## src/rtl/slave2wb_pkg.sv

```systemverilog
// slave2wb shared types and helpers.
// Bridges Wishbone B4 pipelined masters onto req/gnt/rvalid slaves.
package slave2wb_pkg;

  typedef enum logic [1:0] {
    IDLE   = 2'd0,
    ACTIVE = 2'd1,
    DRAIN  = 2'd2
  } state_e;

  localparam int unsigned AW_DEF      = 32;
  localparam int unsigned DW_DEF      = 32;
  localparam int unsigned MAX_OUT_DEF = 4;
  localparam int unsigned TIMEOUT_DEF = 255;

  function automatic int unsigned cnt_width(
    input int unsigned max_out
  );
    int unsigned w;
    w = $clog2(max_out + 1);
    if (w < 1) w = 1;
    return w;
  endfunction

endpackage

```

## src/rtl/slave2wb_timeout.sv

```systemverilog
// Hung-slave watchdog: counts enabled cycles, pulses expire_o
// on the cycle the count reaches TIMEOUT-1.
module slave2wb_timeout
  import slave2wb_pkg::*;
#(
  parameter int unsigned TIMEOUT = TIMEOUT_DEF
) (
  input  logic clk,
  input  logic rst_n,
  input  logic clr_i,
  input  logic en_i,
  output logic expire_o
);

  localparam int unsigned TW =
    (TIMEOUT < 2) ? 1 : $clog2(TIMEOUT);
  localparam logic [TW-1:0] LAST = TW'(TIMEOUT - 1);
  localparam logic ENABLED = (TIMEOUT != 0);

  logic [TW-1:0] timer_q, timer_d;

  always_comb begin
    timer_d = timer_q;
    if (clr_i)     timer_d = '0;
    else if (en_i) timer_d = timer_q + TW'(1);
  end

  always_ff @(posedge clk or negedge rst_n) begin
    if (!rst_n) timer_q <= '0;
    else        timer_q <= timer_d;
  end

  assign expire_o = ENABLED & en_i & ~clr_i
                  & (timer_q == LAST);

endmodule

```

## src/rtl/slave2wb_pipe.sv

```systemverilog
// Wishbone B4 pipelined slave to req/gnt/rvalid bridge with
// in-order responses, orphan draining and a hung-slave timeout.
module slave2wb_pipe
  import slave2wb_pkg::*;
#(
  parameter int unsigned AW              = AW_DEF,
  parameter int unsigned DW              = DW_DEF,
  parameter int unsigned MAX_OUTSTANDING = MAX_OUT_DEF,
  parameter int unsigned TIMEOUT         = TIMEOUT_DEF
) (
  input  logic            clk,
  input  logic            rst_n,
  input  logic            wb_cyc,
  input  logic            wb_stb,
  input  logic            wb_we,
  input  logic [AW-1:0]   wb_adr,
  input  logic [DW/8-1:0] wb_sel,
  input  logic [DW-1:0]   wb_dat_i,
  output logic [DW-1:0]   wb_dat_o,
  output logic            wb_ack,
  output logic            wb_err,
  output logic            wb_stall,
  output logic            slv_req,
  output logic            slv_we,
  output logic [AW-1:0]   slv_addr,
  output logic [DW/8-1:0] slv_be,
  output logic [DW-1:0]   slv_wdata,
  input  logic            slv_gnt,
  input  logic            slv_rvalid,
  input  logic [DW-1:0]   slv_rdata,
  input  logic            slv_err
);

  localparam int unsigned CW = cnt_width(MAX_OUTSTANDING);
  localparam logic [CW-1:0] CMAX = CW'(MAX_OUTSTANDING);

  state_e          state_q, state_d;
  logic [CW-1:0]   count_q, count_d;
  logic            ack_q, ack_d;
  logic            err_q, err_d;
  logic [DW-1:0]   dat_q, dat_d;

  logic accept, rsp, take;
  logic tmr_en, tmr_clr, expire;

  assign slv_req   = wb_cyc & wb_stb
                   & (state_q != DRAIN)
                   & (count_q < CMAX);
  assign slv_we    = wb_we;
  assign slv_addr  = wb_adr;
  assign slv_be    = wb_sel;
  assign slv_wdata = wb_dat_i;

  assign accept   = slv_req & slv_gnt;
  assign wb_stall = ~accept;

  // A response with nothing outstanding is stale and dropped.
  assign rsp  = slv_rvalid & (count_q != '0);
  assign take = rsp & (state_q != DRAIN);

  always_comb begin
    count_d = count_q;
    if (accept & ~rsp)      count_d = count_q + CW'(1);
    else if (~accept & rsp) count_d = count_q - CW'(1);
  end

  assign tmr_en  = (state_q == ACTIVE) & (count_q != '0)
                 & ~slv_rvalid;
  assign tmr_clr = slv_rvalid | (state_q != ACTIVE);

  slave2wb_timeout #(
    .TIMEOUT (TIMEOUT)
  ) u_timeout (
    .clk      (clk),
    .rst_n    (rst_n),
    .clr_i    (tmr_clr),
    .en_i     (tmr_en),
    .expire_o (expire)
  );

  always_comb begin
    state_d = state_q;
    unique case (state_q)
      IDLE: begin
        if (accept) state_d = ACTIVE;
      end
      ACTIVE: begin
        if (expire)                state_d = DRAIN;
        else if (count_d == '0)    state_d = IDLE;
        else if (!wb_cyc)          state_d = DRAIN;
      end
      DRAIN: begin
        if (count_d == '0) state_d = IDLE;
      end
      default: state_d = IDLE;
    endcase
  end

  always_comb begin
    ack_d = take & ~slv_err;
    err_d = (take & slv_err) | expire;
    dat_d = take ? slv_rdata : dat_q;
  end

  always_ff @(posedge clk or negedge rst_n) begin
    if (!rst_n) begin
      state_q <= IDLE;
      count_q <= '0;
      ack_q   <= 1'b0;
      err_q   <= 1'b0;
      dat_q   <= '0;
    end else begin
      state_q <= state_d;
      count_q <= count_d;
      ack_q   <= ack_d;
      err_q   <= err_d;
      dat_q   <= dat_d;
    end
  end

  assign wb_ack   = ack_q;
  assign wb_err   = err_q;
  assign wb_dat_o = dat_q;

endmodule
```

## config.mk

```make
export PLATFORM = sky130hd
export DESIGN_NAME = slave2wb_pipe
export DESIGN_NICKNAME = d
export VERILOG_FILES = /design/src/rtl/slave2wb_pkg.sv /design/src/rtl/slave2wb_timeout.sv /design/src/rtl/slave2wb_pipe.sv
export SDC_FILE = /design/constraint.sdc
export NUM_CORES = 1
export LEC_CHECK = 0
export CAP_MARGIN = 20
export CORE_AREA = 4 4 81 83
export CTS_BUF_LIST = sky130_fd_sc_hd__clkbuf_8
export DETAILED_ROUTE_END_ITERATION = 8
export DIE_AREA = 0 0 85 87
export DONT_BUFFER_PORTS = 1
export GPL_ROUTABILITY_DRIVEN = 0
export PLACE_DENSITY = 0.68
export REMOVE_ABC_BUFFERS = 1
export SLEW_MARGIN = 20
export SYNTH_ARGS = -nofsm -noshare
export SYNTH_HDL_FRONTEND = slang
export SYNTH_SLANG_ARGS = --single-unit
```

## constraint.sdc

```tcl
create_clock -name clk -period 4.45 [get_ports clk]
set_input_delay 0.89 -clock clk [delete_from_list [all_inputs] [get_ports clk]]
set_output_delay 0.89 -clock clk [all_outputs]
set_load 0.05 [all_outputs]
```

==> results of run 1 <==
==> registers in the layout (all words and copies together), names as in the netlist <==
signal             flops
count_q                3
state_q                2
u_timeout.timer_q      8
wb_ack                 1
wb_dat_o              32
wb_err                 1
==> cells by family after synthesis <==
kind of cell | share of synthesized area (%)
AO/OA/AOI/OAI | 4.24
XOR/XNOR | 2.39
adder cells (fa/ha/maj) | 2.44
buffers and inverters | 22.2
flip-flops | 45.8
multiplexers | 14.4
AND/OR/NAND/NOR | 8.44
==> final timing paths <==
| kind | startpoint | endpoint | slack, ps |
|---|---|---|---|
| worst max-delay path | wb_cyc | slv_req | 1880 |
| worst min-delay path | rst_n | wb_dat_o[18]$_DFFE_PN0P_ | 270 |
| worst max register to register | count_q[0]$_DFF_PN0_ | state_q[0]$_DFFE_PN0P_ | 2000 |
| worst min register to register | count_q[0]$_DFF_PN0_ | count_q[0]$_DFF_PN0_ | 550 |
| max in group asynchronous | rst_n | state_q[1]$_DFFE_PN0P_ | 4100 |
| min in group clk | count_q[0]$_DFF_PN0_ | count_q[0]$_DFF_PN0_ | 550 |
==> per-layer routing <==
layer | up-vias | share of wire (%) | track usage, % | wire length (um)
li1 | 567 | - | - | -
met1 | 682 | 23 | 21.1 | 2700
met2 | 182 | 45 | 48.0 | 5270
met3 | 19 | 29 | 42.9 | 3390
met4 | 0 | 2.9 | 9.06 | 336
met5 | - | 0 | 3.50 | 0
==> Yosys cell counts (2+ instances only) <==
cell and instances:
buf_4 69, dfrtp_1 47, mux2_2 32, nor2_1 10, nand2_1 8, inv_1 7
ha_1 5, a21oi_1 4, nand3_1 4, o21ai_0 4, xor2_1 4, buf_2 3
or3_1 3, xnor2_1 3, nor2b_1 2, nor3_1 2
==> layout by cell type (no fill, tap or decap), types with 2 or more instances in the layout <==
cell / count
dfrtp_1: 47
xnor2_1: 3
ha_1: 5
xor2_1: 4
nor2b_1: 2
o21ai_0: 4
or3_1: 3
inv_1: 7
nor2_1: 9
clkbuf_8: 6
nand2_1: 8
nand3_1: 4
mux2_2: 32
a21oi_1: 4
==> area by class of cell <==
class / count / area, um^2 / share of cell area (%)
Clock buffer: 6 / 82.6 / 3.70
Sequential cell: 47 / 1180 / 52.7
Multi-Input combinational cell: 101 / 827 / 37.1
Timing Repair Buffer: 1 / 7.51 / 0.337
Clock inverter: 2 / 16.3 / 0.730
Inverter: 7 / 26.3 / 1.18
Tap cell: 75 / 93.8 / 4.21
==> power by group <==
part	total [mW]	switching [mW]	internal, mW	leakage [nW]
Combinational	0.388	0.176	0.212	0.319
Sequential	1.29	0.712	0.580	0.573
Clock	0.278	0.151	0.127	0.0474
Total	1.96	1.04	0.918	0.939
==> stage by stage <==
step / utilization, % / worst slack, ps / instance area, um^2 / hold WS, ps
global route: 38.1 / 1830 / 2230 / 250
detailed placement: 36.4 / 1870 / 2130 / 537
global placement: 36.4 / 1880 / 2130 / 523
floorplan: - / 1410 / 2020 / 487
finish: 38.1 / 1880 / 2230 / 269
CTS: 38.1 / 1870 / 2230 / 262
==> impl_metrics.yaml, run 1 <==
critical_path:
  path_max_fanout: 4
  path_buf_inv: 0
  cp.required_ps: 3560
  crit_chain: "nand2_1, nor3_2"
  crit_cells: 2
  max_stage_delay_ps: 720
  critical-path-top-delay-family: "simple AND/OR/NAND/NOR gates"
  critPathSlowestCell: "nor3_2"
  end_kind: "output pin"
  crit_arrival_ps: 1680
  start_kind: "input port"
  rr_worst_depth: 8
  worstSetupPathType: "input port to output pin"
sta:
  tns_ps: 0
  drv_slew: 0
  fmax_ghz: 0.389
  rsz0062_at_grt: "no"
  worstMarginPinSlew_ps: 882
  setup_viol: 0
  post-route-period-util_pct: 57.7
  fin_skew_ps: 4.58
  period_needed_ps: 2570
  slew-limit-headroom_pct: 40.9
  hold_viol: 0
layout:
  nNetsFinal: 276
  fin_cells: 239
  drive_above_1_share_pct: 27.4
  nFillCells: 570
  area_growth_pct: -13.1
  diodes: 0
synth:
  yosysTopAreaCellShare_pct: 45.8
  synth_top_cell_by_area: "dfrtp_1"
  ys.flop_type: "dfrtp_1"
  synth_edf_count: 0
  synth_cell_types: 37
  synth_seq_cells: 47
  synth_area_mm2: 0.00257
  synth.area.top_cells: "dfrtp_1, buf_4, mux2_2"
  seq_area_frac_synth_pct: 45.8
  syn_avg_cell_area_um2: 11.3
  syn_inst: 228
  synth_warnings: 0
  async_flop_share_pct: 100
drt:
  ant_nets: 0
  drt_iter0_markers: 38
  wl_um: 11700
  vias: 1450
  wire_per_inst_um: 49.0
  firstDrtPassIters: 4
  drt-vias-per-instance: 6.07
  drc: 0
global_routing:
  grt_pass1_vias: 1436
  overflow: 0
  grt_max_degree: 48
  grt_pass1_wl_um: 14600
  antenna_found_initial: 0
  grt.total_usage_pct: 31.2
clock_tree:
  cts_tree: "yes"
  postCtsSetupBuffers: 0
  clk_latency_ps: 300
  cts_made_buffers: 5
  postCtsHoldBufs: 0
  numClockSinks: 47
  path_clk_slew_ps: 90
  cts-root-buf: "clkbuf_8"
  cts_resized: 0
  htreeDepth: 2
  clk_path_buf_depth: 2
power_and_ir_drop:
  power_mw: 1.96
  leakage_nw: 0.939
  irDropWorstVdd_mv: 0.351
  power_per_cell_area_mw_per_mm2: 878
floorplanning:
  io_pins: 213
  core_area_mm2: 0.00585
  rows: 28
  die_x_um: 85
  initial_utilization_pct: 43.9
  die_h_um: 87
  design.die.area_mm2: 0.00740
place:
  hpwl_um: 10300
  placedCellCount: 231
  port_buffers: 0
min_path:
  hp-class: "input port to async pin"
run:
  maxCapViolations: 0
outcome:
  status: "finished, final reports clean"
(Power assumes the default switching activity.)
==> run 2, diff against run 1 <==
clock period = 2.45 ns   (was 4.45 ns; I/O delays follow)
==> impl_metrics.yaml, run 2 (synthesis gave the netlist of run 1 again) <==
drt:
  wire_per_inst_um: 48.6
  drc: 0
  drt-vias-per-instance: 5.97
  drt_iter0_markers: 78
  wl_um: 11800
  vias: 1445
  ant_nets: 0
  firstDrtPassIters: 4
floorplanning:
  core_area_mm2: 0.00585
  rows: 28
  io_pins: 213
  design.die.area_mm2: 0.00740
  die_x_um: 85
  die_h_um: 87
  initial_utilization_pct: 43.9
critical_path:
  cp_common_cell: "ha_1"
  path_max_fanout: 5
  path_buf_inv: 1
  critical-path-top-delay-family: "simple AND/OR/NAND/NOR gates"
  crit_chain: "inv_1, ha_1, ha_1, nand2b_1, nand3_1, or4b_1, a221oi_2, o22ai_1"
  start_kind: "register"
  cp.required_ps: 2630
  max_stage_delay_ps: 470
  critPathLaunch: "count_q[0]$_DFF_PN0_"
  worstSetupPathType: "register to register"
  crit_arrival_ps: 2470
  r2r-start: "count_q[0]$_DFF_PN0_"
  critPathSlowestCell: "or4b_1"
  end_kind: "register"
outcome:
  status: "finished, final reports clean"
sta:
  fin_skew_ps: 3.78
  setup_viol: 0
  timing.hold.ws_ps: 28.9
  setup_ws_ps: 151
  worstMarginPinSlew_ps: 610
  hold_viol: 0
  drv_slew: 0
  tns_ps: 0
  fmax_ghz: 0.435
  slew-limit-headroom_pct: 59.3
  post-route-period-util_pct: 93.8
  period_needed_ps: 2300
  rsz0062_at_grt: "no"
clock_tree:
  cts_tree: "yes"
  numClockSinks: 47
  clk_path_buf_depth: 2
  cts_resized: 0
  path_clk_slew_ps: 90
  htreeDepth: 2
  cts-root-buf: "clkbuf_8"
  clk_latency_ps: 300
  cts_made_buffers: 5
global_routing:
  grt_pass1_wl_um: 14500
  overflow: 0
  grt_max_degree: 48
  antenna_found_initial: 0
  grt_pass1_vias: 1457
  grt.total_usage_pct: 31.1
layout:
  largest_reg_flops: 32
  diodes: 0
  postLayoutCellArea_mm2: 0.00228
  nFillCells: 561
  layout_common_cells: "dfrtp_1, mux2_2, nor2_1, nand2_1, inv_1"
  seq_area_mm2: 0.00118
  mostFrequentLayoutCell: "dfrtp_1"
  multi_input_area_um2: 827
  area_growth_pct: -11.1
  nNetsFinal: 280
  fin_util_pct: 39.0
  fin_cells: 242
  drive_above_1_share_pct: 28.7
power_and_ir_drop:
  leakage_nw: 0.970
  power_mw: 3.58
  power_per_cell_area_mw_per_mm2: 1570
  irDropWorstVdd_mv: 0.654
run:
  maxCapViolations: 0
place:
  hpwl_um: 10200
  pre_cts_slack_ps: 197
  postPlaceCellArea_mm2: 0.00217
  port_buffers: 0
  placedCellCount: 234
min_path:
  hp-class: "input port to async pin"
run 2: cell count changes in the layout (fill, tap and decap cells not counted):
| cell | before | now |
|---|---|---|
| buf_16 | 0 | 1 |
| clkinvlp_4 | 1 | 0 |
| clkinv_2 | 0 | 1 |
| buf_12 | 0 | 1 |
| buf_4 | 1 | 3 |
| clkinv_4 | 1 | 0 |
run 2: final timing paths:
kind	endpoint	cells after the start	slack (ps)
max	state_q[1]$_DFFE_PN0P_	8	150
min	wb_dat_o[18]$_DFFE_PN0P_	1	30
max reg2reg	state_q[1]$_DFFE_PN0P_	8	150
min reg2reg	state_q[0]$_DFFE_PN0P_	1	550
max in group asynchronous	u_timeout.timer_q[5]$_DFFE_PN0P_	1	2210
min in group clk	wb_ack$_DFF_PN0_	1	260
run 2: area by class of cell:
type	instances	area share, %
clock buffer	6	3.62
clock inverter	1	0.219
inverter	7	1.15
multi-input combinational	101	36.3
sequential	47	51.6
tap	75	4.11
timing repair buffer	5	3.07
run 2: routing by layer:
layer | global-route usage (%) | up-vias | wire, um
met1 | 17.9 | 649 | 2360
li1 | - | 568 | -
met4 | 9.35 | 0 | 567
met2 | 48.6 | 203 | 5180
met5 | 3.50 | - | 0
met3 | 46.5 | 25 | 3640
run 2: repair_timing:
| item | CTS | global route |
|---|---|---|
| endpoints found under the hold margin | 47 | 0 |
| hold buffers | 1 | 0 |
| setup buffers | 0 | 0 |
run 2: report_power, final:
group	leakage (nW)	switching [mW]	internal [mW]
combinational	0.350	0.342	0.415
sequential	0.573	1.29	1.05
clock	0.0470	0.254	0.222
